## src/rtl/snn_pkg.sv

```systemverilog
// snn_pkg: shared types and constants for the SNN input/readout blocks.
//   enc_mode_e  : per-frame encoding select (rate / delta)
//   enc_state_e : spike encoder frame state
//   enc_req_t   : sample latched at frame start
//   enc_dec_t   : one timestep spike decision
//   lfsr8_next  : one step of the 8-bit Galois LFSR
package snn_pkg;

    typedef enum logic {
        ENC_RATE  = 1'b0,
        ENC_DELTA = 1'b1
    } enc_mode_e;

    typedef enum logic {
        ENC_IDLE   = 1'b0,
        ENC_ENCODE = 1'b1
    } enc_state_e;

    // Right-shift Galois form of x^8+x^6+x^5+x^4+1 (maximal length, period 255).
    localparam logic [7:0] LFSR8_TAPS = 8'hB8;

    typedef struct packed {
        logic [7:0] data;
        enc_mode_e  mode;
    } enc_req_t;

    typedef struct packed {
        logic spike;
        logic up;
    } enc_dec_t;

    function automatic logic [7:0] lfsr8_next(input logic [7:0] v);
        return {1'b0, v[7:1]} ^ (v[0] ? LFSR8_TAPS : 8'h00);
    endfunction

endpackage

```

## src/rtl/spike_lfsr.sv

```systemverilog
// spike_lfsr: 8-bit Galois LFSR used as the rate-coding random source.
//   clk_i     : clock
//   rst_ni    : synchronous active-low reset, loads SEED
//   advance_i : step the register once on this edge
//   value_o   : current LFSR value, never 0 for a nonzero SEED
module spike_lfsr
    import snn_pkg::*;
#(
    parameter logic [7:0] SEED = 8'hB8
) (
    input  logic       clk_i,
    input  logic       rst_ni,
    input  logic       advance_i,
    output logic [7:0] value_o
);

    always_ff @(posedge clk_i) begin
        if (!rst_ni) begin
            value_o <= SEED;
        end else if (advance_i) begin
            value_o <= lfsr8_next(value_o);
        end
    end

endmodule

```

## src/rtl/spike_encoder.sv

```systemverilog
// spike_encoder: turns one 8-bit sample into a NUM_STEPS-long spike train.
//   clk_i, rst_ni   : clock, synchronous active-low reset
//   data_i, mode_i  : sample and encoding (0 rate, 1 delta), taken with valid_i
//   valid_i/ready_o : sample handshake; ready_o is low for the whole frame
//   spike_o         : spike for the current timestep
//   polarity_o      : 1 up, 0 down (always 1 in rate mode)
//   spike_valid_o   : spike_o/polarity_o/step_o are meaningful
//   step_o          : timestep index 0..NUM_STEPS-1
//   frame_done_o    : high on the last timestep of a frame
//   spike_count_o   : spikes so far in this frame; holds after the frame
module spike_encoder
    import snn_pkg::*;
#(
    parameter int         WIDTH_P   = 8,
    parameter int         NUM_STEPS = 16,
    parameter logic [7:0] SEED      = 8'hB8,
    parameter logic [7:0] DELTA_TH  = 8'd20
) (
    input  logic               clk_i,
    input  logic               rst_ni,
    input  logic [WIDTH_P-1:0] data_i,
    input  logic               mode_i,
    input  logic               valid_i,
    output logic               ready_o,
    output logic               spike_o,
    output logic               polarity_o,
    output logic               spike_valid_o,
    output logic [7:0]         step_o,
    output logic               frame_done_o,
    output logic [7:0]         spike_count_o
);

    localparam logic [7:0] LAST_STEP = 8'(NUM_STEPS - 1);

    enc_state_e state;
    enc_req_t   req_q;
    enc_req_t   cur;
    enc_dec_t   dec;
    logic [7:0] ref_q;
    logic [7:0] ref_nxt;
    logic [7:0] lfsr_val;
    logic       accept;
    logic       last;
    logic       do_step;
    logic       lfsr_adv;

    spike_lfsr #(.SEED(SEED)) u_lfsr (
        .clk_i     (clk_i),
        .rst_ni    (rst_ni),
        .advance_i (lfsr_adv),
        .value_o   (lfsr_val)
    );

    // Step 0 is decided on the accepting edge straight from data_i/mode_i so
    // that the first registered timestep appears the very next cycle; later
    // steps use the latched request.
    always_comb begin
        accept  = (state == ENC_IDLE) && valid_i;
        last    = (state == ENC_ENCODE) && (step_o == LAST_STEP);
        do_step = accept || ((state == ENC_ENCODE) && !last);

        cur = req_q;
        if (accept) begin
            cur.data = data_i;
            cur.mode = enc_mode_e'(mode_i);
        end

        dec     = '0;
        ref_nxt = ref_q;
        if (cur.mode == ENC_RATE) begin
            dec.spike = (cur.data > lfsr_val);
            dec.up    = 1'b1;
        end else if ((cur.data >= ref_q) && ((cur.data - ref_q) >= DELTA_TH)) begin
            dec.spike = 1'b1;
            dec.up    = 1'b1;
            ref_nxt   = ref_q + DELTA_TH;
        end else if ((ref_q > cur.data) && ((ref_q - cur.data) >= DELTA_TH)) begin
            dec.spike = 1'b1;
            dec.up    = 1'b0;
            ref_nxt   = ref_q - DELTA_TH;
        end

        lfsr_adv = do_step && (cur.mode == ENC_RATE);
    end

    always_ff @(posedge clk_i) begin
        if (!rst_ni) begin
            state         <= ENC_IDLE;
            req_q         <= '0;
            ref_q         <= '0;
            ready_o       <= 1'b1;
            spike_o       <= 1'b0;
            polarity_o    <= 1'b0;
            spike_valid_o <= 1'b0;
            step_o        <= '0;
            frame_done_o  <= 1'b0;
            spike_count_o <= '0;
        end else begin
            if (do_step) begin
                spike_o       <= dec.spike;
                polarity_o    <= dec.spike ? dec.up : (cur.mode == ENC_RATE);
                spike_valid_o <= 1'b1;
                ref_q         <= ref_nxt;
                if (accept) begin
                    state         <= ENC_ENCODE;
                    req_q         <= cur;
                    ready_o       <= 1'b0;
                    step_o        <= '0;
                    frame_done_o  <= 1'b0;
                    spike_count_o <= {7'd0, dec.spike};
                end else begin
                    step_o        <= step_o + 8'd1;
                    frame_done_o  <= ((step_o + 8'd1) == LAST_STEP);
                    spike_count_o <= spike_count_o + {7'd0, dec.spike};
                end
            end else if (last) begin
                // Final timestep was on screen this cycle; close the frame.
                state         <= ENC_IDLE;
                ready_o       <= 1'b1;
                spike_o       <= 1'b0;
                polarity_o    <= 1'b0;
                spike_valid_o <= 1'b0;
                step_o        <= '0;
                frame_done_o  <= 1'b0;
            end
        end
    end

endmodule
```

## config.mk

```make
export PLATFORM = sky130hd
export DESIGN_NAME = spike_encoder
export DESIGN_NICKNAME = d
export VERILOG_FILES = /design/src/rtl/snn_pkg.sv /design/src/rtl/spike_lfsr.sv /design/src/rtl/spike_encoder.sv
export SDC_FILE = /design/constraint.sdc
export NUM_CORES = 1
export LEC_CHECK = 0
export ABC_AREA = 1
export ABC_CLOCK_PERIOD_IN_PS = 12200
export BUFFER_PORTS_ARGS = -buffer_cell sky130_fd_sc_hd__buf_2
export CAP_MARGIN = 40
export CORE_UTILIZATION = 53
export CTS_BUF_LIST = sky130_fd_sc_hd__clkbuf_4 sky130_fd_sc_hd__clkbuf_8
export DETAILED_ROUTE_END_ITERATION = 12
export GPL_ROUTABILITY_DRIVEN = 0
export GPL_TIMING_DRIVEN = 0
export PLACE_DENSITY = 0.73
export SLEW_MARGIN = 15
export SYNTH_ARGS = -nofsm -noshare
export SYNTH_HDL_FRONTEND = slang
export SYNTH_SLANG_ARGS = --single-unit
```

## constraint.sdc

```tcl
create_clock -name clk_i -period 12.2 [get_ports clk_i]
set_input_delay 3.66 -clock clk_i [delete_from_list [all_inputs] [get_ports clk_i]]
set_output_delay 3.66 -clock clk_i [all_outputs]
set_load 0.01 [all_outputs]
```

==> impl_metrics.xml, run 1 <==
<?xml version="1.0" encoding="UTF-8"?>
<metrics>
  <group name="synth">
    <metric name="synthesis.instances" unit="">422</metric>
    <metric name="synth.top_cells.by_count" unit="">103 x sky130_fd_sc_hd__nand2_1, 49 x sky130_fd_sc_hd__inv_1, 45 x sky130_fd_sc_hd__dfxtp_1, 34 x sky130_fd_sc_hd__nor2_1, 33 x sky130_fd_sc_hd__a21oi_1</metric>
    <metric name="netlist_top_cells_area" unit="">sky130_fd_sc_hd__dfxtp_1 30%, sky130_fd_sc_hd__nand2_1 13%, sky130_fd_sc_hd__ha_1 8.9%</metric>
    <metric name="synth.top_cell.area_share" unit="">0.304</metric>
    <metric name="synth-main-ff-cell" unit="">sky130_fd_sc_hd__dfxtp_1</metric>
    <metric name="yosys.cell_types.count" unit="">41</metric>
    <metric name="count_of_flip_flops_with_a_built_in_enable_after_synthesis" unit="">0</metric>
    <metric name="yosys_warnings" unit="">0</metric>
    <metric name="yosys.cell_count.top_type" unit="">sky130_fd_sc_hd__nand2_1</metric>
    <metric name="synth_area_per_cell" unit="sq um">7.02</metric>
    <metric name="cell_type_contributing_the_most_total_cell_area_after_synthesis" unit="">sky130_fd_sc_hd__dfxtp_1</metric>
    <metric name="synth-seq-cells" unit="">45</metric>
    <metric name="netlist_area" unit="sq um">2960</metric>
    <metric name="syn_nets" unit="">457</metric>
    <metric name="ys_seq_area_frac" unit="">0.304</metric>
    <metric name="ys_async_sr_fraction" unit="">0</metric>
  </group>
  <group name="floorplan">
    <metric name="placeableCoreArea" unit="sq um">5240</metric>
    <metric name="placement_rows" unit="">26</metric>
    <metric name="top_level_ports" unit="">33</metric>
    <metric name="initial_utilization" unit="">0.566</metric>
    <metric name="fp.dieArea" unit="sq um">5900</metric>
    <metric name="fp.dieW" unit="microns">76.8</metric>
    <metric name="die-height" unit="microns">76.8</metric>
  </group>
  <group name="timing">
    <metric name="rsz0062_at_grt" unit="">no</metric>
    <metric name="maxSlewViolCount" unit="">0</metric>
    <metric name="timing.final.ws_setup" unit="ns">4.71</metric>
    <metric name="period_needed" unit="ns">7.49</metric>
    <metric name="max_freq" unit="MHz">133</metric>
    <metric name="worst_relative_slew_slack" unit="">0.535</metric>
    <metric name="timing_worst_slew_pin_value" unit="ns">0.695</metric>
    <metric name="setup-violations-final" unit="">0</metric>
    <metric name="final.setup.tns" unit="ns">0</metric>
    <metric name="finClkSkew" unit="ns">0.0143</metric>
    <metric name="hold_viol_final" unit="">0</metric>
    <metric name="period_utilization_post_route" unit="">0.614</metric>
  </group>
  <group name="clocking">
    <metric name="clk_transition_reported_paths" unit="ns">0.09</metric>
    <metric name="cts_tree" unit="">built</metric>
    <metric name="cts_root_buffer" unit="">sky130_fd_sc_hd__clkbuf_8</metric>
    <metric name="cts_setup_buffers" unit="">0</metric>
    <metric name="post_cts_resized" unit="">0</metric>
    <metric name="cts-root-to-sink-buffers" unit="">2</metric>
    <metric name="cts_inserted_buffers" unit="">5</metric>
    <metric name="cts-hold-fix-buffers" unit="">0</metric>
    <metric name="h_tree_level_count" unit="">2</metric>
    <metric name="clk_latency" unit="ns">0.31</metric>
    <metric name="clock_sink_count" unit="">45</metric>
  </group>
  <group name="pwr">
    <metric name="power_density_over_cell_area" unit="nW/um^2">191</metric>
    <metric name="power_leakage" unit="nW">1.66</metric>
    <metric name="ir_worst_vdd" unit="mV">0.140</metric>
  </group>
  <group name="critical_path">
    <metric name="r2r_setup_slack" unit="ns">7.80</metric>
    <metric name="timing.critical_path.slowest_stage_cell" unit="">sky130_fd_sc_hd__ha_1</metric>
    <metric name="critical_path.endpoint_type" unit="">flip-flop</metric>
    <metric name="critPathKind" unit="">in -&gt; reg</metric>
    <metric name="cpPeakStageDelay" unit="ns">0.42</metric>
    <metric name="rr_endpoint" unit="">ref_q[7]$_SDFFE_PN0P_</metric>
    <metric name="critical_path.max_fanout" unit="">10</metric>
    <metric name="r2r_start" unit="">state$_SDFFE_PN0P_</metric>
    <metric name="timing.critical_path.from_type" unit="">input port</metric>
    <metric name="critical_path.most_common_cell" unit="">sky130_fd_sc_hd__nand2_1</metric>
    <metric name="cp.arrival" unit="ns">7.66</metric>
    <metric name="r2r.worst_path.cells" unit="">25</metric>
    <metric name="critPathRequiredTime" unit="ns">12.37</metric>
  </group>
  <group name="grt">
    <metric name="grt_max_degree" unit="">15</metric>
    <metric name="global_route.usage.total" unit="">0.248</metric>
    <metric name="vias_in_the_first_global_route" unit="">2597</metric>
    <metric name="number_of_antenna_violations_at_the_first_check_in_global_routing" unit="">0</metric>
    <metric name="gr-total-overflow" unit="">0</metric>
    <metric name="wire_length_of_the_first_global_routing_pass" unit="microns">11900</metric>
  </group>
  <group name="place">
    <metric name="detailedPlace.worstSlack" unit="ns">4.44</metric>
    <metric name="area_post_placement" unit="sq um">3210</metric>
    <metric name="io_buffer_count" unit="">31</metric>
    <metric name="dp.final_hpwl" unit="microns">5270</metric>
  </group>
  <group name="routing">
    <metric name="wirelength" unit="microns">6870</metric>
    <metric name="detail_route.wl_per_cell" unit="microns">13.0</metric>
    <metric name="iter_0_drt_violations" unit="">164</metric>
    <metric name="drtAntennaViolNets" unit="">0</metric>
    <metric name="post_detailed_route_via_to_cell_ratio" unit="">5.31</metric>
    <metric name="drc" unit="">0</metric>
    <metric name="detail_route.first_pass.iterations" unit="">5</metric>
    <metric name="dr_total_vias" unit="">2812</metric>
  </group>
  <group name="cells_and_area">
    <metric name="layout-drive-gt1-share" unit="">0.141</metric>
    <metric name="fill_cells" unit="">510</metric>
    <metric name="stdcell_area" unit="sq um">3290</metric>
    <metric name="final_net_count" unit="">495</metric>
    <metric name="area.growth.synth_to_final" unit="%">11.0</metric>
    <metric name="antenna_cells" unit="">0</metric>
  </group>
  <group name="outcome">
    <metric name="outcome" unit="">finished clean</metric>
  </group>
  <group name="min_path">
    <metric name="endpoint_worst_hold" unit="">spike_valid_o$_SDFFE_PN0P_</metric>
    <metric name="min_path_type" unit="">reg -&gt; reg</metric>
    <metric name="min_path_cells" unit="">2</metric>
    <metric name="worst_hold_startpoint" unit="">spike_valid_o$_SDFFE_PN0P_</metric>
  </group>
  <group name="run">
    <metric name="drv_cap" unit="">0</metric>
  </group>
</metrics>
-- placed cells by master (no fill, tap or decap), types with 3 or more instances in the layout --
cell type	synthesis	layout
sky130_fd_sc_hd__nand2_1	103	103
sky130_fd_sc_hd__inv_1	49	49
sky130_fd_sc_hd__dfxtp_1	45	45
sky130_fd_sc_hd__nor2_1	34	34
sky130_fd_sc_hd__buf_2	2	33
sky130_fd_sc_hd__a21oi_1	33	33
sky130_fd_sc_hd__nand3_1	32	32
sky130_fd_sc_hd__ha_1	21	21
sky130_fd_sc_hd__o21ai_0	15	15
sky130_fd_sc_hd__xor2_1	14	14
sky130_fd_sc_hd__nand2_2	8	8
sky130_fd_sc_hd__nand4_1	8	8
sky130_fd_sc_hd__o211ai_1	5	5
sky130_fd_sc_hd__clkbuf_1	5	5
sky130_fd_sc_hd__clkbuf_8	0	5
sky130_fd_sc_hd__inv_2	4	4
sky130_fd_sc_hd__xnor2_1	4	4
sky130_fd_sc_hd__nand3b_1	4	4
sky130_fd_sc_hd__a2bb2oi_1	4	4
sky130_fd_sc_hd__or2_2	3	3
sky130_fd_sc_hd__a221oi_1	3	3
-- area by class of cell --
class	instances	area [sq um]	share of cell area
clock inverters	2	13.8	0.00418
well taps	70	87.6	0.0266
clock buffers	5	68.8	0.0209
inverters	54	204	0.0620
multi-input cells	312	1800	0.546
flip-flops and latches	45	901	0.274
repair buffers	31	155	0.0472
plain buffers	11	62.6	0.0190
-- through the flow --
stage	hold WS [ns]	total power, mW	util	std cells
3_5_place_dp	0.455	0.531	0.612	523
5_1_grt	0.497	0.696	0.628	530
3_3_place_gp	0.452	0.526	0.612	523
6_report	0.470	0.628	0.628	530
2_1_floorplan	0.445	0.462	-	422
4_1_cts	0.470	0.630	0.628	530
-- registers in the layout, summed over array words and instances (netlist names), 6 cells and up --
register and cells:
ref_q 6, u_lfsr.value_o 8, req_q 9, step_o 8, spike_count_o 8
-- per-layer routing --
| metal | part of all wire | vias up | wire (microns) | GRT usage |
|---|---|---|---|---|
| met5 | 0 | - | 0 | 0 |
| met4 | 0.016 | 0 | 110 | 0.0654 |
| met3 | 0.044 | 11 | 303 | 0.0393 |
| met2 | 0.45 | 50 | 3080 | 0.401 |
| met1 | 0.49 | 1286 | 3370 | 0.342 |
| li1 | - | 1465 | - | - |
-- logic make-up (layout without fill, tap and decap cells) --
kind of cell,after synthesis,after routing,share of synthesized area
flops,45,45,0.304
buf+inv,65,103,0.0899
fa+ha+maj,23,23,0.102
compound gates,70,70,0.139
simple gates,200,200,0.304
xor+xnor,19,19,0.0608
-- worst max-delay path by stage --
stage	start	endpoint
CTS	valid_i	ref_q[7]$_SDFFE_PN0P_
global route	valid_i	ref_q[7]$_SDFFE_PN0P_
global placement	valid_i	ref_q[7]$_SDFFE_PN0P_
detailed placement	valid_i	ref_q[7]$_SDFFE_PN0P_
floorplan	valid_i	ref_q[7]$_SDFFE_PN0P_
finish	valid_i	ref_q[7]$_SDFFE_PN0P_
-- critical path, delay by kind of cell --
kind / cells / cell delay (ns)
AOI/OAI and AO/OA: 6 / 0.76
buffers and inverters: 6 / 0.70
xor gates and xnor gates: 2 / 0.48
and+or+nand+nor: 9 / 1.27
adders and majority gates: 2 / 0.77
-- report_power, final --
part	total (mW)	switching (mW)	internal, mW
sequential	0.186	0.0204	0.165
clock	0.0944	0.0547	0.0397
combinational	0.348	0.212	0.136
total	0.628	0.287	0.341
Power figures use the tool's default switching activity.
==> run 2, diff against run 1 <==
- ABC_CLOCK_PERIOD_IN_PS: 12200 -> 6400
- PLACE_DENSITY: 0.73 -> 0.76
- clock period: 12.2 -> 6.4 ns (I/O delays scaled with it)
==> impl_metrics.xml, run 2 (synthesis results as in run 1) <==
<?xml version="1.0" encoding="UTF-8"?>
<metrics>
  <group name="grt">
    <metric name="global_route.usage.total" unit="">0.246</metric>
    <metric name="vias_in_the_first_global_route" unit="">2629</metric>
    <metric name="gr-total-overflow" unit="">0</metric>
    <metric name="grt_max_degree" unit="">15</metric>
    <metric name="number_of_antenna_violations_at_the_first_check_in_global_routing" unit="">0</metric>
    <metric name="wire_length_of_the_first_global_routing_pass" unit="microns">11800</metric>
  </group>
  <group name="timing">
    <metric name="rsz0062_at_grt" unit="">no</metric>
    <metric name="setup-violations-final" unit="">0</metric>
    <metric name="maxSlewViolCount" unit="">0</metric>
    <metric name="period_needed" unit="ns">5.74</metric>
    <metric name="hold_viol_final" unit="">0</metric>
    <metric name="finClkSkew" unit="ns">0.0156</metric>
    <metric name="final.setup.tns" unit="ns">0</metric>
    <metric name="worst_relative_slew_slack" unit="">0.529</metric>
    <metric name="timing_worst_slew_pin_value" unit="ns">0.704</metric>
    <metric name="max_freq" unit="MHz">174</metric>
    <metric name="period_utilization_post_route" unit="">0.896</metric>
  </group>
  <group name="clocking">
    <metric name="cts_root_buffer" unit="">sky130_fd_sc_hd__clkbuf_8</metric>
    <metric name="cts_inserted_buffers" unit="">5</metric>
    <metric name="h_tree_level_count" unit="">2</metric>
    <metric name="post_cts_resized" unit="">0</metric>
    <metric name="clock_sink_count" unit="">45</metric>
    <metric name="cts-hold-fix-buffers" unit="">0</metric>
    <metric name="cts_tree" unit="">built</metric>
    <metric name="cts_setup_buffers" unit="">0</metric>
    <metric name="clk_transition_reported_paths" unit="ns">0.09</metric>
    <metric name="cts-root-to-sink-buffers" unit="">2</metric>
    <metric name="clk_latency" unit="ns">0.30</metric>
  </group>
  <group name="critical_path">
    <metric name="critical_path.endpoint_type" unit="">flip-flop</metric>
    <metric name="timing.critical_path.max_delay_family" unit="">simple AND/OR/NAND/NOR gates</metric>
    <metric name="critPathKind" unit="">in -&gt; reg</metric>
    <metric name="timing.critical_path.from_type" unit="">input port</metric>
    <metric name="critical_path.max_fanout" unit="">10</metric>
    <metric name="cp_num_buf_inv" unit="">6</metric>
    <metric name="timing.critical_path.from" unit="">valid_i</metric>
    <metric name="cpPeakStageDelay" unit="ns">0.41</metric>
    <metric name="critical_path.most_common_cell" unit="">sky130_fd_sc_hd__nand2_1</metric>
    <metric name="cp.arrival" unit="ns">5.89</metric>
    <metric name="r2r.worst_path.cells" unit="">25</metric>
    <metric name="rr_endpoint" unit="">ref_q[7]$_SDFFE_PN0P_</metric>
    <metric name="timing.critical_path.to" unit="">ref_q[7]$_SDFFE_PN0P_</metric>
    <metric name="worst-path-stages" unit="">25</metric>
    <metric name="r2r_setup_slack" unit="ns">2.03</metric>
    <metric name="critPathRequiredTime" unit="ns">6.56</metric>
    <metric name="timing.critical_path.slowest_stage_cell" unit="">sky130_fd_sc_hd__ha_1</metric>
    <metric name="r2r_start" unit="">state$_SDFFE_PN0P_</metric>
  </group>
  <group name="floorplan">
    <metric name="top_level_ports" unit="">33</metric>
    <metric name="fp.dieArea" unit="sq um">5900</metric>
    <metric name="initial_utilization" unit="">0.566</metric>
    <metric name="placeableCoreArea" unit="sq um">5240</metric>
    <metric name="fp.dieW" unit="microns">76.8</metric>
    <metric name="die-height" unit="microns">76.8</metric>
    <metric name="placement_rows" unit="">26</metric>
  </group>
  <group name="pwr">
    <metric name="design_power_total" unit="mW">1.19</metric>
    <metric name="ir_worst_vdd" unit="mV">0.189</metric>
    <metric name="power_leakage" unit="nW">1.66</metric>
    <metric name="power_density_over_cell_area" unit="nW/um^2">362</metric>
  </group>
  <group name="cells_and_area">
    <metric name="layout-drive-gt1-share" unit="">0.141</metric>
    <metric name="largest_register_ff_count" unit="">9</metric>
    <metric name="fill_cells" unit="">494</metric>
    <metric name="register_area" unit="sq um">901</metric>
    <metric name="final_net_count" unit="">495</metric>
    <metric name="antenna_cells" unit="">0</metric>
    <metric name="largest_register" unit="">req_q</metric>
    <metric name="area.growth.synth_to_final" unit="%">11.0</metric>
    <metric name="mostFrequentLayoutCell" unit="">sky130_fd_sc_hd__nand2_1</metric>
    <metric name="layout.cells.most_common_list" unit="">103 x sky130_fd_sc_hd__nand2_1, 49 x sky130_fd_sc_hd__inv_1, 45 x sky130_fd_sc_hd__dfxtp_1</metric>
    <metric name="area_of_the_multi_input_gates" unit="sq um">1800</metric>
  </group>
  <group name="outcome">
    <metric name="outcome" unit="">finished clean</metric>
  </group>
  <group name="routing">
    <metric name="detail_route.first_pass.iterations" unit="">5</metric>
    <metric name="detail_route.wl_per_cell" unit="microns">12.7</metric>
    <metric name="drtAntennaViolNets" unit="">0</metric>
    <metric name="drc" unit="">0</metric>
    <metric name="wirelength" unit="microns">6750</metric>
    <metric name="dr_total_vias" unit="">2806</metric>
    <metric name="iter_0_drt_violations" unit="">146</metric>
    <metric name="post_detailed_route_via_to_cell_ratio" unit="">5.29</metric>
  </group>
  <group name="run">
    <metric name="drv_cap" unit="">0</metric>
  </group>
  <group name="min_path">
    <metric name="min_path_cells" unit="">2</metric>
    <metric name="min_path_type" unit="">reg -&gt; reg</metric>
    <metric name="worst_hold_startpoint" unit="">spike_valid_o$_SDFFE_PN0P_</metric>
  </group>
  <group name="place">
    <metric name="io_buffer_count" unit="">31</metric>
    <metric name="dp.final_hpwl" unit="microns">5280</metric>
  </group>
</metrics>
## run 2: cell counts in the layout (fill, tap and decap cells not counted)
Identical to the previous run, type by type.
## run 2: worst min path at each step
| stage | slack [ns] | endpoint |
|---|---|---|
| after floorplan | 0.44 | u_lfsr.value_o[0]$_SDFFE_PN0P_ |
| after global placement | 0.45 | spike_valid_o$_SDFFE_PN0P_ |
| after detailed placement | 0.46 | spike_valid_o$_SDFFE_PN0P_ |
| after CTS | 0.47 | spike_valid_o$_SDFFE_PN0P_ |
| after global routing | 0.50 | polarity_o$_SDFFE_PN0P_ |
| final | 0.47 | spike_valid_o$_SDFFE_PN0P_ |
## run 2: metrics by stage
stage	std cells	utilization	instance area (sq um)	hold slack, ns	setup slack, ns
after detailed placement	523	0.612	3210	0.457	0.376
after floorplan	422	-	2960	0.445	0.951
after CTS	530	0.628	3290	0.470	0.651
final	530	0.628	3290	0.466	0.663
after global routing	530	0.628	3290	0.504	0.257
after global placement	523	0.612	3210	0.451	0.449
## run 2: worst reg2reg max path, cell delays in order (launching register included)
cell                       delay (ns)
sky130_fd_sc_hd__dfxtp_1         0.35
sky130_fd_sc_hd__inv_2           0.07
sky130_fd_sc_hd__nand2_4         0.12
sky130_fd_sc_hd__buf_6           0.17
sky130_fd_sc_hd__inv_2           0.07
sky130_fd_sc_hd__or2_2           0.27
sky130_fd_sc_hd__o21ai_0         0.15
sky130_fd_sc_hd__inv_1           0.14
sky130_fd_sc_hd__ha_1            0.42
sky130_fd_sc_hd__nand2_1         0.12
sky130_fd_sc_hd__nor2_1          0.14
sky130_fd_sc_hd__nand2_1         0.07
sky130_fd_sc_hd__o211ai_1        0.10
sky130_fd_sc_hd__xor2_1          0.16
sky130_fd_sc_hd__nand3_1         0.09
sky130_fd_sc_hd__nand2_1         0.27
sky130_fd_sc_hd__inv_1           0.13
sky130_fd_sc_hd__ha_1            0.35
sky130_fd_sc_hd__a21oi_1         0.17
sky130_fd_sc_hd__nand2_1         0.09
sky130_fd_sc_hd__a21oi_1         0.13
sky130_fd_sc_hd__inv_1           0.05
sky130_fd_sc_hd__a21oi_1         0.16
sky130_fd_sc_hd__xnor3_1         0.32
sky130_fd_sc_hd__nand2_1         0.07
sky130_fd_sc_hd__a21oi_1         0.05
## run 2: routing by layer
| metal | GRT usage | part of all wire | vias up |
|---|---|---|---|
| met5 | 0 | 0 | - |
| met4 | 0.0481 | 0.0098 | 0 |
| met3 | 0.0452 | 0.035 | 6 |
| met2 | 0.413 | 0.47 | 47 |
| met1 | 0.326 | 0.49 | 1295 |
| li1 | - | - | 1458 |
## run 2: final cells by class
cell class                 count  share of cell area
buffer                        11              0.0190
clock buffer                   5              0.0209
clock inverter                 2             0.00418
inverter                      54              0.0620
multi-input combinational    312               0.546
sequential                    45               0.274
tap                           70              0.0266
timing repair buffer          31              0.0472
## run 2: report_power, final
part | switching (mW) | internal (mW)
Clock | 0.100 | 0.0757
Combinational | 0.403 | 0.259
Sequential | 0.0386 | 0.315
Total | 0.541 | 0.650
==> run 3, diff against run 2 <==
- ABC_CLOCK_PERIOD_IN_PS: 6400 -> 4700
- CORE_UTILIZATION: 53 -> 35
- PLACE_DENSITY: 0.76 -> default
- clock period: 6.4 -> 4.7 ns (I/O delays scaled with it)
==> impl_metrics.xml, run 3 (synthesis results as in run 1) <==
<?xml version="1.0" encoding="UTF-8"?>
<metrics>
  <group name="cells_and_area">
    <metric name="fill_cells" unit="">835</metric>
    <metric name="area.growth.synth_to_final" unit="%">20.6</metric>
    <metric name="mostFrequentLayoutCell" unit="">sky130_fd_sc_hd__nand2_1</metric>
    <metric name="antenna_cells" unit="">0</metric>
    <metric name="stdcell_count" unit="">579</metric>
    <metric name="largest_register_ff_count" unit="">9</metric>
    <metric name="final_net_count" unit="">508</metric>
    <metric name="layout-drive-gt1-share" unit="">0.200</metric>
    <metric name="layout.cells.most_common_list" unit="">100 x sky130_fd_sc_hd__nand2_1, 48 x sky130_fd_sc_hd__inv_1, 45 x sky130_fd_sc_hd__dfxtp_1</metric>
    <metric name="largest_register" unit="">req_q</metric>
  </group>
  <group name="timing">
    <metric name="period_needed" unit="ns">4.49</metric>
    <metric name="final.setup.tns" unit="ns">0</metric>
    <metric name="maxSlewViolCount" unit="">0</metric>
    <metric name="finClkSkew" unit="ns">0.0140</metric>
    <metric name="period_utilization_post_route" unit="">0.956</metric>
    <metric name="worst_relative_slew_slack" unit="">0.573</metric>
    <metric name="max_freq" unit="MHz">223</metric>
    <metric name="setup-violations-final" unit="">0</metric>
    <metric name="hold_viol_final" unit="">0</metric>
    <metric name="timing_worst_slew_pin_value" unit="ns">0.639</metric>
    <metric name="rsz0062_at_grt" unit="">no</metric>
  </group>
  <group name="routing">
    <metric name="wirelength" unit="microns">7350</metric>
    <metric name="post_detailed_route_via_to_cell_ratio" unit="">4.90</metric>
    <metric name="detail_route.wl_per_cell" unit="microns">12.7</metric>
    <metric name="drtAntennaViolNets" unit="">0</metric>
    <metric name="drc" unit="">0</metric>
    <metric name="iter_0_drt_violations" unit="">99</metric>
    <metric name="detail_route.first_pass.iterations" unit="">4</metric>
    <metric name="dr_total_vias" unit="">2838</metric>
  </group>
  <group name="grt">
    <metric name="wire_length_of_the_first_global_routing_pass" unit="microns">11700</metric>
    <metric name="number_of_antenna_violations_at_the_first_check_in_global_routing" unit="">0</metric>
    <metric name="global_route.usage.total" unit="">0.168</metric>
    <metric name="gr-total-overflow" unit="">0</metric>
    <metric name="vias_in_the_first_global_route" unit="">2586</metric>
    <metric name="grt_max_degree" unit="">15</metric>
  </group>
  <group name="place">
    <metric name="dp.final_hpwl" unit="microns">5630</metric>
    <metric name="dpl.cell_count" unit="">558</metric>
    <metric name="io_buffer_count" unit="">31</metric>
  </group>
  <group name="min_path">
    <metric name="min_path_type" unit="">reg -&gt; reg</metric>
  </group>
  <group name="clocking">
    <metric name="clock_sink_count" unit="">45</metric>
    <metric name="cts_tree" unit="">built</metric>
    <metric name="clk_latency" unit="ns">0.31</metric>
    <metric name="clk_transition_reported_paths" unit="ns">0.09</metric>
    <metric name="h_tree_level_count" unit="">2</metric>
    <metric name="cts-root-to-sink-buffers" unit="">2</metric>
    <metric name="cts_inserted_buffers" unit="">5</metric>
    <metric name="cts_root_buffer" unit="">sky130_fd_sc_hd__clkbuf_8</metric>
  </group>
  <group name="floorplan">
    <metric name="die-height" unit="microns">94.0</metric>
    <metric name="top_level_ports" unit="">33</metric>
    <metric name="fp.dieW" unit="microns">94.0</metric>
    <metric name="placement_rows" unit="">33</metric>
    <metric name="fp.dieArea" unit="sq um">8840</metric>
    <metric name="initial_utilization" unit="">0.361</metric>
    <metric name="placeableCoreArea" unit="sq um">8220</metric>
  </group>
  <group name="critical_path">
    <metric name="critical_path.max_fanout" unit="">10</metric>
    <metric name="cp.arrival" unit="ns">4.72</metric>
    <metric name="critical_path.endpoint_type" unit="">flip-flop</metric>
    <metric name="critPathKind" unit="">in -&gt; reg</metric>
    <metric name="timing.critical_path.from_type" unit="">input port</metric>
    <metric name="critPathRequiredTime" unit="ns">4.93</metric>
  </group>
  <group name="pwr">
    <metric name="power_leakage" unit="nW">1.73</metric>
    <metric name="power_density_over_cell_area" unit="nW/um^2">528</metric>
    <metric name="ir_worst_vdd" unit="mV">0.191</metric>
  </group>
  <group name="outcome">
    <metric name="outcome" unit="">finished clean</metric>
  </group>
  <group name="run">
    <metric name="drv_cap" unit="">0</metric>
  </group>
</metrics>
-- run 3: cell types whose count changed in the layout (fill, tap and decap cells not counted), moves of 2 or more --
cell                      previous run  this run
sky130_fd_sc_hd__buf_4               1        14
sky130_fd_sc_hd__a21oi_1            33        29
sky130_fd_sc_hd__a21oi_2             1         5
sky130_fd_sc_hd__ha_1               21        17
sky130_fd_sc_hd__ha_4                0         4
sky130_fd_sc_hd__nand2_1           103       100
sky130_fd_sc_hd__nand2_2             8        10
sky130_fd_sc_hd__nor2_1             34        32
sky130_fd_sc_hd__nor2_2              1         3
-- run 3: final cells by class --
class                   instances  area [sq um]  share of cell area
plain buffers                  11          66.3              0.0186
inverters                      54           204              0.0571
clock inverters                 2          38.8              0.0109
clock buffers                   6          76.3              0.0214
repair buffers                 44           253              0.0707
multi-input cells             312          1900               0.533
well taps                     105           131              0.0368
flip-flops and latches         45           901               0.252
-- run 3: worst max-delay path, stage by stage --
cell and delay, ns:
sky130_fd_sc_hd__buf_4 0.16, sky130_fd_sc_hd__nand2_8 0.09, sky130_fd_sc_hd__buf_8 0.13, sky130_fd_sc_hd__inv_2 0.06, sky130_fd_sc_hd__or2_2 0.30, sky130_fd_sc_hd__o21ai_4 0.08, sky130_fd_sc_hd__inv_2 0.07, sky130_fd_sc_hd__ha_4 0.26
sky130_fd_sc_hd__buf_4 0.14, sky130_fd_sc_hd__a21oi_2 0.12, sky130_fd_sc_hd__o211ai_1 0.11, sky130_fd_sc_hd__xor2_1 0.17, sky130_fd_sc_hd__nand3_1 0.14, sky130_fd_sc_hd__nand2_4 0.08, sky130_fd_sc_hd__buf_4 0.14, sky130_fd_sc_hd__nand2_2 0.09
sky130_fd_sc_hd__nand2_1 0.07, sky130_fd_sc_hd__nand2_1 0.12, sky130_fd_sc_hd__ha_4 0.16, sky130_fd_sc_hd__nand3_1 0.13, sky130_fd_sc_hd__nor2_2 0.14, sky130_fd_sc_hd__nand4_1 0.11, sky130_fd_sc_hd__xnor2_1 0.17, sky130_fd_sc_hd__nand2_1 0.07
sky130_fd_sc_hd__a21oi_1 0.16
-- run 3: metrics by stage --
| step | hold WS (ns) | setup slack [ns] | cell area, sq um | power, mW | util |
|---|---|---|---|---|---|
| 2_1_floorplan | 0.445 | 0.00987 | 3000 | 1.23 | - |
| 3_3_place_gp | 0.456 | -0.418 | 3280 | 1.40 | 0.399 |
| 3_5_place_dp | 0.464 | -0.461 | 3280 | 1.42 | 0.399 |
| 4_1_cts | 0.482 | 0.000730 | 3430 | 1.80 | 0.418 |
| 5_1_grt | 0.497 | 0.0100 | 3570 | 2.06 | 0.435 |
| 6_report | 0.476 | 0.208 | 3570 | 1.89 | 0.435 |
-- run 3: final timing paths --
path / from / end / slack [ns] / depth (start not counted)
min: spike_valid_o$_SDFFE_PN0P_ / spike_valid_o$_SDFFE_PN0P_ / 0.48 / 2
max reg2reg: state$_SDFFE_PN0P_ / spike_count_o[7]$_SDFFE_PN0N_ / 1.03 / 25
max: valid_i / spike_count_o[7]$_SDFFE_PN0N_ / 0.21 / 25
min reg2reg: spike_valid_o$_SDFFE_PN0P_ / spike_valid_o$_SDFFE_PN0P_ / 0.48 / 2
-- run 3: what timing repair did --
action                                 CTS  global route
pin swaps                                1            13
gates resized for setup                  2            16
buffers inserted                         4             9
setup endpoints to repair                1             5
hold buffers                             0             0
endpoints found under the hold margin    0             0
cloned                                   0             0
-- run 3: report_power, final --
part           internal, mW  switching, mW
combinational         0.484          0.609
clock                 0.166          0.143
sequential            0.429         0.0569
-- run 3: layer usage --
metal | up-vias | global-route usage | routed length [microns]
met2 | 40 | 0.295 | 3520
li1 | 1486 | - | -
met3 | 6 | 0.0307 | 265
met4 | 0 | 0.0410 | 58
met5 | - | 0 | 0
met1 | 1306 | 0.212 | 3510
